===== config.mk =====
export PLATFORM = sky130hd
export DESIGN_NAME = multi_digit_seven_segment_display_controller
export DESIGN_NICKNAME = d
export VERILOG_FILES = /design/src/rtl/multi_digit_seven_segment_display_controller.sv
export SDC_FILE = /design/constraint.sdc
export NUM_CORES = 1
export LEC_CHECK = 0
export ABC_AREA = 1
export BUFFER_PORTS_ARGS = -buffer_cell sky130_fd_sc_hd__buf_2
export CORE_ASPECT_RATIO = 1.75
export CORE_MARGIN = 2
export CORE_UTILIZATION = 50
export CTS_CLUSTER_SIZE = 16
export DETAILED_ROUTE_END_ITERATION = 6
export GPL_TIMING_DRIVEN = 1
export PLACE_DENSITY = 0.7
export SLEW_MARGIN = 15
export SYNTH_ARGS = -nofsm -noshare
export SYNTH_HDL_FRONTEND = slang
export SYNTH_SLANG_ARGS = --single-unit

===== constraint.sdc =====
create_clock -name clk -period 1.45 [get_ports clk]
set_input_delay 0 -clock clk [delete_from_list [all_inputs] [get_ports clk]]
set_output_delay 0 -clock clk [all_outputs]
set_load 0.05 [all_outputs]

===== src/rtl/multi_digit_seven_segment_display_controller.sv =====
// Binary to BCD conversion (double-dabble) feeding a multiplexed, active-low
// seven-segment display with overflow dashes, leading-zero blanking and decimal points.
module multi_digit_seven_segment_display_controller #(
  parameter int DATA_WIDTH         = 8,
  parameter int DIGIT_COUNT        = 3,
  parameter int REFRESH_DIVISOR    = 100000,
  parameter int LEADING_ZERO_BLANK = 1
) (
  input  logic                   clk,
  input  logic                   reset,
  input  logic                   load,
  input  logic [DATA_WIDTH-1:0]  binary_value,
  input  logic [DIGIT_COUNT-1:0] dp_mask,
  output logic                   ready,
  output logic                   done,
  output logic                   overflow,
  output logic [DIGIT_COUNT-1:0] digit_select,
  output logic                   digit_change_tick,
  output logic [7:0]             display_bits
);

  localparam int BCD_DIGITS = (DATA_WIDTH * 302 + 999) / 1000;
  localparam int NB         = (BCD_DIGITS > DIGIT_COUNT) ? BCD_DIGITS : DIGIT_COUNT;
  localparam int BW         = 4 * NB;
  localparam int CNT_W      = $clog2(DATA_WIDTH + 1);
  localparam int REF_W      = $clog2(REFRESH_DIVISOR);
  localparam int SCAN_W     = (DIGIT_COUNT > 1) ? $clog2(DIGIT_COUNT) : 1;

  typedef enum logic [1:0] {S_IDLE, S_CONVERT, S_DONE} state_t;

  state_t                 r_state, w_next;
  logic [DATA_WIDTH-1:0]  r_bin;
  logic [BW-1:0]          r_bcd, w_adj;
  logic [CNT_W-1:0]       r_cnt;
  logic [BW-1:0]          r_disp;
  logic                   r_ovf, w_ovf, r_done;
  logic [REF_W-1:0]       r_refresh;
  logic [SCAN_W-1:0]      r_scan;
  logic                   r_tick;
  logic [DIGIT_COUNT-1:0] r_sel, w_sel, w_upper_zero;
  logic [7:0]             r_seg;
  logic [3:0]             w_nib;
  logic                   w_dp, w_blank;
  logic [6:0]             w_seg7;

  function automatic logic [6:0] seg7(input logic [3:0] n);
    case (n)
      4'd0:    return 7'h40;
      4'd1:    return 7'h79;
      4'd2:    return 7'h24;
      4'd3:    return 7'h30;
      4'd4:    return 7'h19;
      4'd5:    return 7'h12;
      4'd6:    return 7'h02;
      4'd7:    return 7'h78;
      4'd8:    return 7'h00;
      4'd9:    return 7'h10;
      default: return 7'h7F;
    endcase
  endfunction

  always_ff @(posedge clk or negedge reset) begin
    if (!reset) r_state <= S_IDLE;
    else        r_state <= w_next;
  end

  always_comb begin
    w_next = r_state;
    case (r_state)
      S_IDLE:    if (load) w_next = S_CONVERT;
      S_CONVERT: if (r_cnt == CNT_W'(DATA_WIDTH - 1)) w_next = S_DONE;
      S_DONE:    w_next = S_IDLE;
      default:   w_next = S_IDLE;
    endcase
  end

  // Add-3 correction applied before each shift of the double-dabble step
  always_comb begin
    w_adj = r_bcd;
    for (int unsigned k = 0; k < NB; k++)
      if (r_bcd[4*k +: 4] >= 4'd5) w_adj[4*k +: 4] = r_bcd[4*k +: 4] + 4'd3;
  end

  always_comb begin
    w_ovf = 1'b0;
    for (int unsigned k = DIGIT_COUNT; k < NB; k++)
      if (r_bcd[4*k +: 4] != 4'd0) w_ovf = 1'b1;
  end

  always_ff @(posedge clk or negedge reset) begin
    if (!reset) begin
      r_bin  <= '0;
      r_bcd  <= '0;
      r_cnt  <= '0;
      r_disp <= '0;
      r_ovf  <= 1'b0;
      r_done <= 1'b0;
    end else begin
      r_done <= 1'b0;
      case (r_state)
        S_IDLE: if (load) begin
          r_bin <= binary_value;
          r_bcd <= '0;
          r_cnt <= '0;
        end
        S_CONVERT: begin
          {r_bcd, r_bin} <= {w_adj, r_bin} << 1;
          r_cnt          <= r_cnt + CNT_W'(1);
        end
        S_DONE: begin
          r_disp <= r_bcd;
          r_ovf  <= w_ovf;
          r_done <= 1'b1;
        end
        default: ;
      endcase
    end
  end

  // Digit i is a leading zero when it and every more significant nibble are zero
  always_comb begin
    w_upper_zero = '1;
    for (int unsigned i = 0; i < DIGIT_COUNT; i++)
      for (int unsigned k = i; k < NB; k++)
        if (r_disp[4*k +: 4] != 4'd0) w_upper_zero[i] = 1'b0;
  end

  always_comb begin
    w_nib   = r_disp[3:0];
    w_dp    = dp_mask[0];
    w_blank = 1'b0;
    for (int unsigned i = 0; i < DIGIT_COUNT; i++)
      if (r_scan == SCAN_W'(i)) begin
        w_nib   = r_disp[4*i +: 4];
        w_dp    = dp_mask[i];
        w_blank = (i != 0) && w_upper_zero[i];
      end
    w_sel = ~(DIGIT_COUNT'(1) << r_scan);
    if (r_ovf)                                     w_seg7 = 7'h3F;
    else if ((LEADING_ZERO_BLANK != 0) && w_blank) w_seg7 = 7'h7F;
    else                                           w_seg7 = seg7(w_nib);
  end

  always_ff @(posedge clk or negedge reset) begin
    if (!reset) begin
      r_refresh <= '0;
      r_scan    <= '0;
      r_tick    <= 1'b0;
      r_sel     <= ~DIGIT_COUNT'(1);
      r_seg     <= 8'hC0;
    end else begin
      r_sel <= w_sel;
      r_seg <= {~w_dp, w_seg7};
      if (r_refresh == REF_W'(REFRESH_DIVISOR - 1)) begin
        r_refresh <= '0;
        r_tick    <= 1'b1;
        r_scan    <= (r_scan == SCAN_W'(DIGIT_COUNT - 1)) ? '0 : r_scan + SCAN_W'(1);
      end else begin
        r_refresh <= r_refresh + REF_W'(1);
        r_tick    <= 1'b0;
      end
    end
  end

  assign ready             = (r_state == S_IDLE);
  assign done              = r_done;
  assign overflow          = r_ovf;
  assign digit_select      = r_sel;
  assign digit_change_tick = r_tick;
  assign display_bits      = r_seg;

endmodule


==> results.cfg, run 1 <==
[finish]
post-route-util = 0.6983
finalInstanceArea_sq_mm = 0.004753
final_common_cell = dfrtp_1
synthToLayoutAreaGrowth_pct = 37.45
antenna_cells = 0
n_fill_cell = 536
drive_above_1_share = 0.3346
mostFrequentLayoutCells = 64 x dfrtp_1, 60 x nand2_1, 58 x inv_1, 50 x buf_4, 28 x o21ai_0
fin_nets = 526

[setup_path]
crit_path_max_fanout = 6
required_ns = 1.67
crit_buf_inv = 2
cp-start-kind = flip-flop
critPathTopFamily = simple AND/OR/NAND/NOR gates
endpoint_kind = flip-flop
cp_slowest_stage_delay_ns = 0.35
cp_cell_sequence = ha_2 -> nand2_2 -> nor2_4 -> nand4_1 -> inv_1 -> nand2_2 -> buf_6 -> nand2_1 -> o21ai_2
worst-setup-path-type = reg2reg
cp_slowest_cell = dfrtp_1
cpMostUsedCell = nand2_2
arrival_ns = 1.74

[grt]
grt_pass1_vias = 3158
overflow = 0
grt_use_total = 0.2388
antenna_found_initial = 0
grt_pass1_wl_microns = 13680
grt_max_degree = 37

[pwr]
vdd_ir_drop_max_uv = 1336
total_power_mw = 8.819
power.leakage_nw = 2.401
powerDensity_mw_per_mm2 = 1855

[logic_synthesis]
ys_seq_elements = 70
netlist_instances = 406
synth_edf_count = 0
ys.flop_type = dfrtp_1
yosysUniqueCellTypes = 37
ys_seq_area_frac = 0.5080
avgSynthCellArea_sq_um = 8.518
syn_area_sq_mm = 0.003458
ys.warnings.count = 0
synthArstFlopShare = 1.000
mappedNetlistNets = 429

[clock_tree]
cts_tree = done
cts_buffers = 9
clk_latency_ns = 0.34
cts.sinks = 70
clockBufferDepth = 2
clk_pin_slew_ns = 0.06
h-tree-depth = 3
cts_root_buf = clkbuf_16

[sta]
fmax_mhz = 657.5
finClkSkew_ns = 0.004847
holdWs_ns = 0.1099
drv_slew = 0
fin_crit_sh = 1.049
setup_viol = 12
fin_ws_ns = -0.07095
finalHoldViolCount = 0
finalCriticalPeriod_ns = 1.521
rsz0062_at_grt = true

[place]
detailedPlacementHpwl_microns = 5443
place_congestion = 0.8746
pre_cts_ws_ns = -0.07106
dpl-instance-area_sq_mm = 0.004038
portBuffers = 27

[die]
initial_core_util = 0.5081
die_h_microns = 114.0
die_x_microns = 66.87
die_area_sq_mm = 0.007624
pin_count = 29
core_sq_mm = 0.006807
core.rowCount = 40

[detailed_routing]
drtPass1Iterations = 4
vias = 3121
drt-wirelength-per-cell_microns = 14.28
via_per_inst = 5.272
routed_wl_microns = 8455
drc = 0
drt_iter0_drc = 200
ant_nets = 0

[worst_hold_path]
hp-class = in2async

[outcome]
failed_checks = negative setup slack
run_status = complete, but fails checks

[run]
cap_violations = 0
## synthesized netlist by cell type, types with 2 or more instances
cell	n	share of area
nand2_4	3	0.0098
buf_2	4	0.0058
a21oi_1	19	0.027
nand3_1	24	0.035
nand2_1	74	0.080
nor2_1	26	0.028
dfstp_2	4	0.030
ha_1	9	0.033
o22ai_1	11	0.020
nand3_2	2	0.0058
nand4_1	7	0.013
nor3_2	2	0.0058
nand2_2	3	0.0054
o21ai_0	40	0.058
or2_2	3	0.0054
dfrtp_1	66	0.48
nor3_1	9	0.013
inv_2	3	0.0033
xor2_1	10	0.025
clkbuf_1	2	0.0022
nor2_2	3	0.0054
inv_1	66	0.072
o21ai_2	2	0.0051
## layout make-up
cell class	instances	area [sq um]	area share
flip-flops and latches	70	1759	0.3701
multi-input cells	259	1587	0.3338
repair buffers	93	691.9	0.1456
inverters	70	272.8	0.05738
clock buffers	9	225.2	0.04738
clock inverters	7	112.6	0.02369
well taps	84	105.1	0.02211
## sequential cells by signal, indices dropped and copies added, names as in the netlist, 2 cells and up
register and cells:
r_bin 8, r_refresh 17, r_state 2, r_bcd 12
r_cnt 4, display_bits 8, r_scan 2, r_disp 12
digit_select 3
## cell families (layout without fill, tap and decap cells)
family                   after synthesis  after routing  synth area share
adder cells (fa/ha/maj)                9              9           0.03256
AO/OA/AOI/OAI                         79             79            0.1284
buffers and inverters                 77            179           0.08611
other                                  1              1          0.001084
AND/OR/NAND/NOR                      160            160            0.2185
flip-flops                            70             70            0.5080
XOR/XNOR                              10             10           0.02532
## worst register-to-register path: cells and delay by family, from the launching register on
kind                     cells  cell delay [ns]
AO/OA/AOI/OAI                1             0.07
adder cells (fa/ha/maj)      1             0.19
buffers and inverters        2             0.27
flip-flops                   1             0.35
AND/OR/NAND/NOR              5             0.55
## metrics by stage
stage,cells,TNS [ns]
finish,592,-0.2378
detailed placement,553,-0.3463
CTS,587,-0.06318
global route,592,-1.644
floorplan,406,-0.02849
global placement,553,-0.06332
## final timing paths
kind                                             endpoint              startpoint  cells after the start  slack [ns]
worst min-delay path              r_refresh[11]$_DFF_PN0_                   reset                      2        0.11
worst min register to register     r_state[1]$_DFFE_PN0P_    r_cnt[3]$_DFFE_PN0P_                      1        0.50
worst max register to register      r_scan[0]$_DFFE_PN0N_  r_refresh[0]$_DFF_PN0_                      9       -0.07
min in group clk                display_bits[7]$_DFF_PN1_              dp_mask[1]                      3        0.36
max in group asynchronous       display_bits[7]$_DFF_PN1_                   reset                      3        0.77
worst max-delay path                r_scan[0]$_DFFE_PN0N_  r_refresh[0]$_DFF_PN0_                      9       -0.07
## metal layers
metal / GRT usage / part of all wire
met5: 0 / 0
met2: 0.4260 / 0.54
met4: 0.1605 / 0.056
met1: 0.2405 / 0.37
met3: 0.04832 / 0.033
## report_power, final
group | switching [mW] | internal (mW) | leakage [nW]
registers | 0.350 | 2.53 | 0.887
clock network | 0.828 | 1.67 | 0.165
logic | 2.12 | 1.32 | 1.35
## timing repair
item,4_1_cts,5_1_grt
setup buffers,5,5
hold endpoints to repair,75,0
pin swaps,7,17
setup endpoints to repair,18,34
hold buffers,13,0
gates resized for setup,14,54
Power figures use the tool's default switching activity.
==> inputs of run 2 (changes only) <==
- CELL_PAD_IN_SITES_DETAIL_PLACEMENT: not set -> 1
- CELL_PAD_IN_SITES_GLOBAL_PLACEMENT: not set -> 1
- CORE_UTILIZATION: 50 -> 41
- PLACE_DENSITY: 0.7 -> 0.75
==> run 2 against run 1 <==
The flow still finishes with violations (negative setup slack); sequential power is essentially flat; clock power shrank 8.4%; critical endpoint is now display_bits[3]$_DFF_PN0_; non-clock buffer count grew 3; die area grew 21%; final cell count grew 1.7%; sequential share of layout area shrank 0.50 points; first-iteration DRC count shrank 51%; register-to-register slack lost 0.06 ns; critical path depth grew 3; power shrank 0.54%.
==> results.cfg, run 2 (synthesized netlist as in run 1, its figures left out) <==
[outcome]
run_status = complete, but fails checks
failed_checks = negative setup slack

[setup_path]
cp-start-kind = flip-flop
required_ns = 1.67
startpoint = r_scan[1]$_DFFE_PN0N_
crit_path_max_fanout = 4
endpoint_kind = flip-flop
r2r_cells = 12
reg2reg_slack_ns = -0.13
cp_slowest_cell = dfrtp_2
worst-setup-path-type = reg2reg
cpMostUsedCell = nand2_2
arrival_ns = 1.80
critPathTopFamily = simple AND/OR/NAND/NOR gates
r2r-end = display_bits[3]$_DFF_PN0_
crit_path_end = display_bits[3]$_DFF_PN0_
cp_cell_sequence = inv_2 -> nand2_4 -> nand2_2 -> nand2_1 -> nand2_1 -> nand2_2 -> ha_4 -> inv_2 -> nand2_2 -> nand2_2 -> nand2_2 -> nand2_1
timing.rr.start = r_scan[1]$_DFFE_PN0N_
crit_buf_inv = 2
cp_slowest_stage_delay_ns = 0.44
crit_cells = 12

[grt]
grt_pass1_wl_microns = 16200
overflow = 0
grt_pass1_vias = 3471
antenna_found_initial = 0
grt_max_degree = 28
grt_use_total = 0.2306

[sta]
finClkSkew_ns = 0.005085
setup_viol = 11
fin_ws_ns = -0.1277
finalHoldViolCount = 0
relSlewSlack = 0.6528
fmax_mhz = 633.8
holdWs_ns = 0.1678
rsz0062_at_grt = true
finalCriticalPeriod_ns = 1.578
worst_pin_slew_ns = 0.5208
fin_crit_sh = 1.088
tns_ns = -0.6061
drv_slew = 0

[clock_tree]
cts_tree = done
h-tree-depth = 3
clk_pin_slew_ns = 0.06
clockBufferDepth = 2
cts.sinks = 70
cts_root_buf = clkbuf_16
clk_latency_ns = 0.34
cts_buffers = 9

[finish]
final_common_cell = dfrtp_1
reg.largest.list = r_refresh (17), r_bcd (12), r_disp (12)
largest_reg_flops = 17
mostFrequentLayoutCells = 64 x dfrtp_1, 58 x inv_1, 58 x nand2_1, 54 x buf_4, 32 x o21ai_0
antenna_cells = 0
fin_nets = 529
post-route-util = 0.5835
drive_above_1_share = 0.3471
finalInstanceArea_sq_mm = 0.004818
largest-register = r_refresh
n_fill_cell = 959
synthToLayoutAreaGrowth_pct = 39.33

[place]
detailedPlacementHpwl_microns = 6977
dpl-instance-area_sq_mm = 0.004055
portBuffers = 27
place_congestion = 0.8479

[detailed_routing]
drt-wirelength-per-cell_microns = 17.31
drc = 0
drt_iter0_drc = 98
ant_nets = 0
vias = 3157
routed_wl_microns = 10420
drtPass1Iterations = 4
via_per_inst = 5.244

[die]
die_area_sq_mm = 0.009214
core_sq_mm = 0.008258
initial_core_util = 0.4188
die_x_microns = 73.43
die_h_microns = 125.5
pin_count = 29
core.rowCount = 44

[worst_hold_path]
hp-class = in2async

[run]
cap_violations = 0

[pwr]
vdd_ir_drop_max_uv = 982.6
powerDensity_mw_per_mm2 = 1820
power.leakage_nw = 2.424
[run 2: cell types whose count changed in the layout (fill, tap and decap cells not counted), moves of 3 or more]
cell	delta
o21ai_0	+4
clkbuf_8	+3
nor3_1	-3
o21ai_1	-4
buf_4	+4
a21oi_2	-3
[run 2: stage by stage]
stage	power [mW]	cells	worst slack, ns
2_1_floorplan	4.976	406	-0.02849
3_3_place_gp	5.822	562	-0.05918
3_5_place_dp	6.042	562	-0.1486
4_1_cts	8.552	597	-0.1120
5_1_grt	9.346	602	-0.2007
6_report	8.771	602	-0.1277
[run 2: worst min-delay path by stage]
stage,end,slack [ns],startpoint,cells past startpoint
6_report,r_refresh[11]$_DFF_PN0_,0.17,reset,2
5_1_grt,r_refresh[11]$_DFF_PN0_,0.21,reset,2
4_1_cts,r_refresh[11]$_DFF_PN0_,0.19,reset,2
3_5_place_dp,r_refresh[11]$_DFF_PN0_,0.008,reset,1
3_3_place_gp,r_refresh[11]$_DFF_PN0_,0.006,reset,1
2_1_floorplan,digit_change_tick$_DFF_PN0_,-0.30,reset,0
[run 2: layout make-up]
cell class,count,area (sq um),share of cell area
repair buffers,96,710.7,0.1475
clock buffers,12,266.5,0.05531
clock inverters,3,42.54,0.008829
inverters,70,277.8,0.05765
well taps,92,115.1,0.02389
multi-input cells,259,1647,0.3417
flip-flops and latches,70,1759,0.3651
[run 2: report_power, final]
part	leakage (nW)	internal (mW)	switching, mW	total [mW]
combinational	1.39	1.36	2.21	3.57
clock	0.151	1.46	0.831	2.29
sequential	0.887	2.54	0.376	2.91
total	2.42	5.35	3.42	8.77
[run 2: layer usage]
metal	track usage	part of all wire
met3	0.04110	0.025
met4	0.1037	0.029
met5	0	0
met2	0.4330	0.59
met1	0.2366	0.36
[run 2: repair_timing]
item	4_1_cts	5_1_grt
gates resized for setup	27	48
setup endpoints to repair	26	35
buffers inserted	7	5
pin swaps	10	14
hold endpoints to repair	23	0
hold buffers	13	0
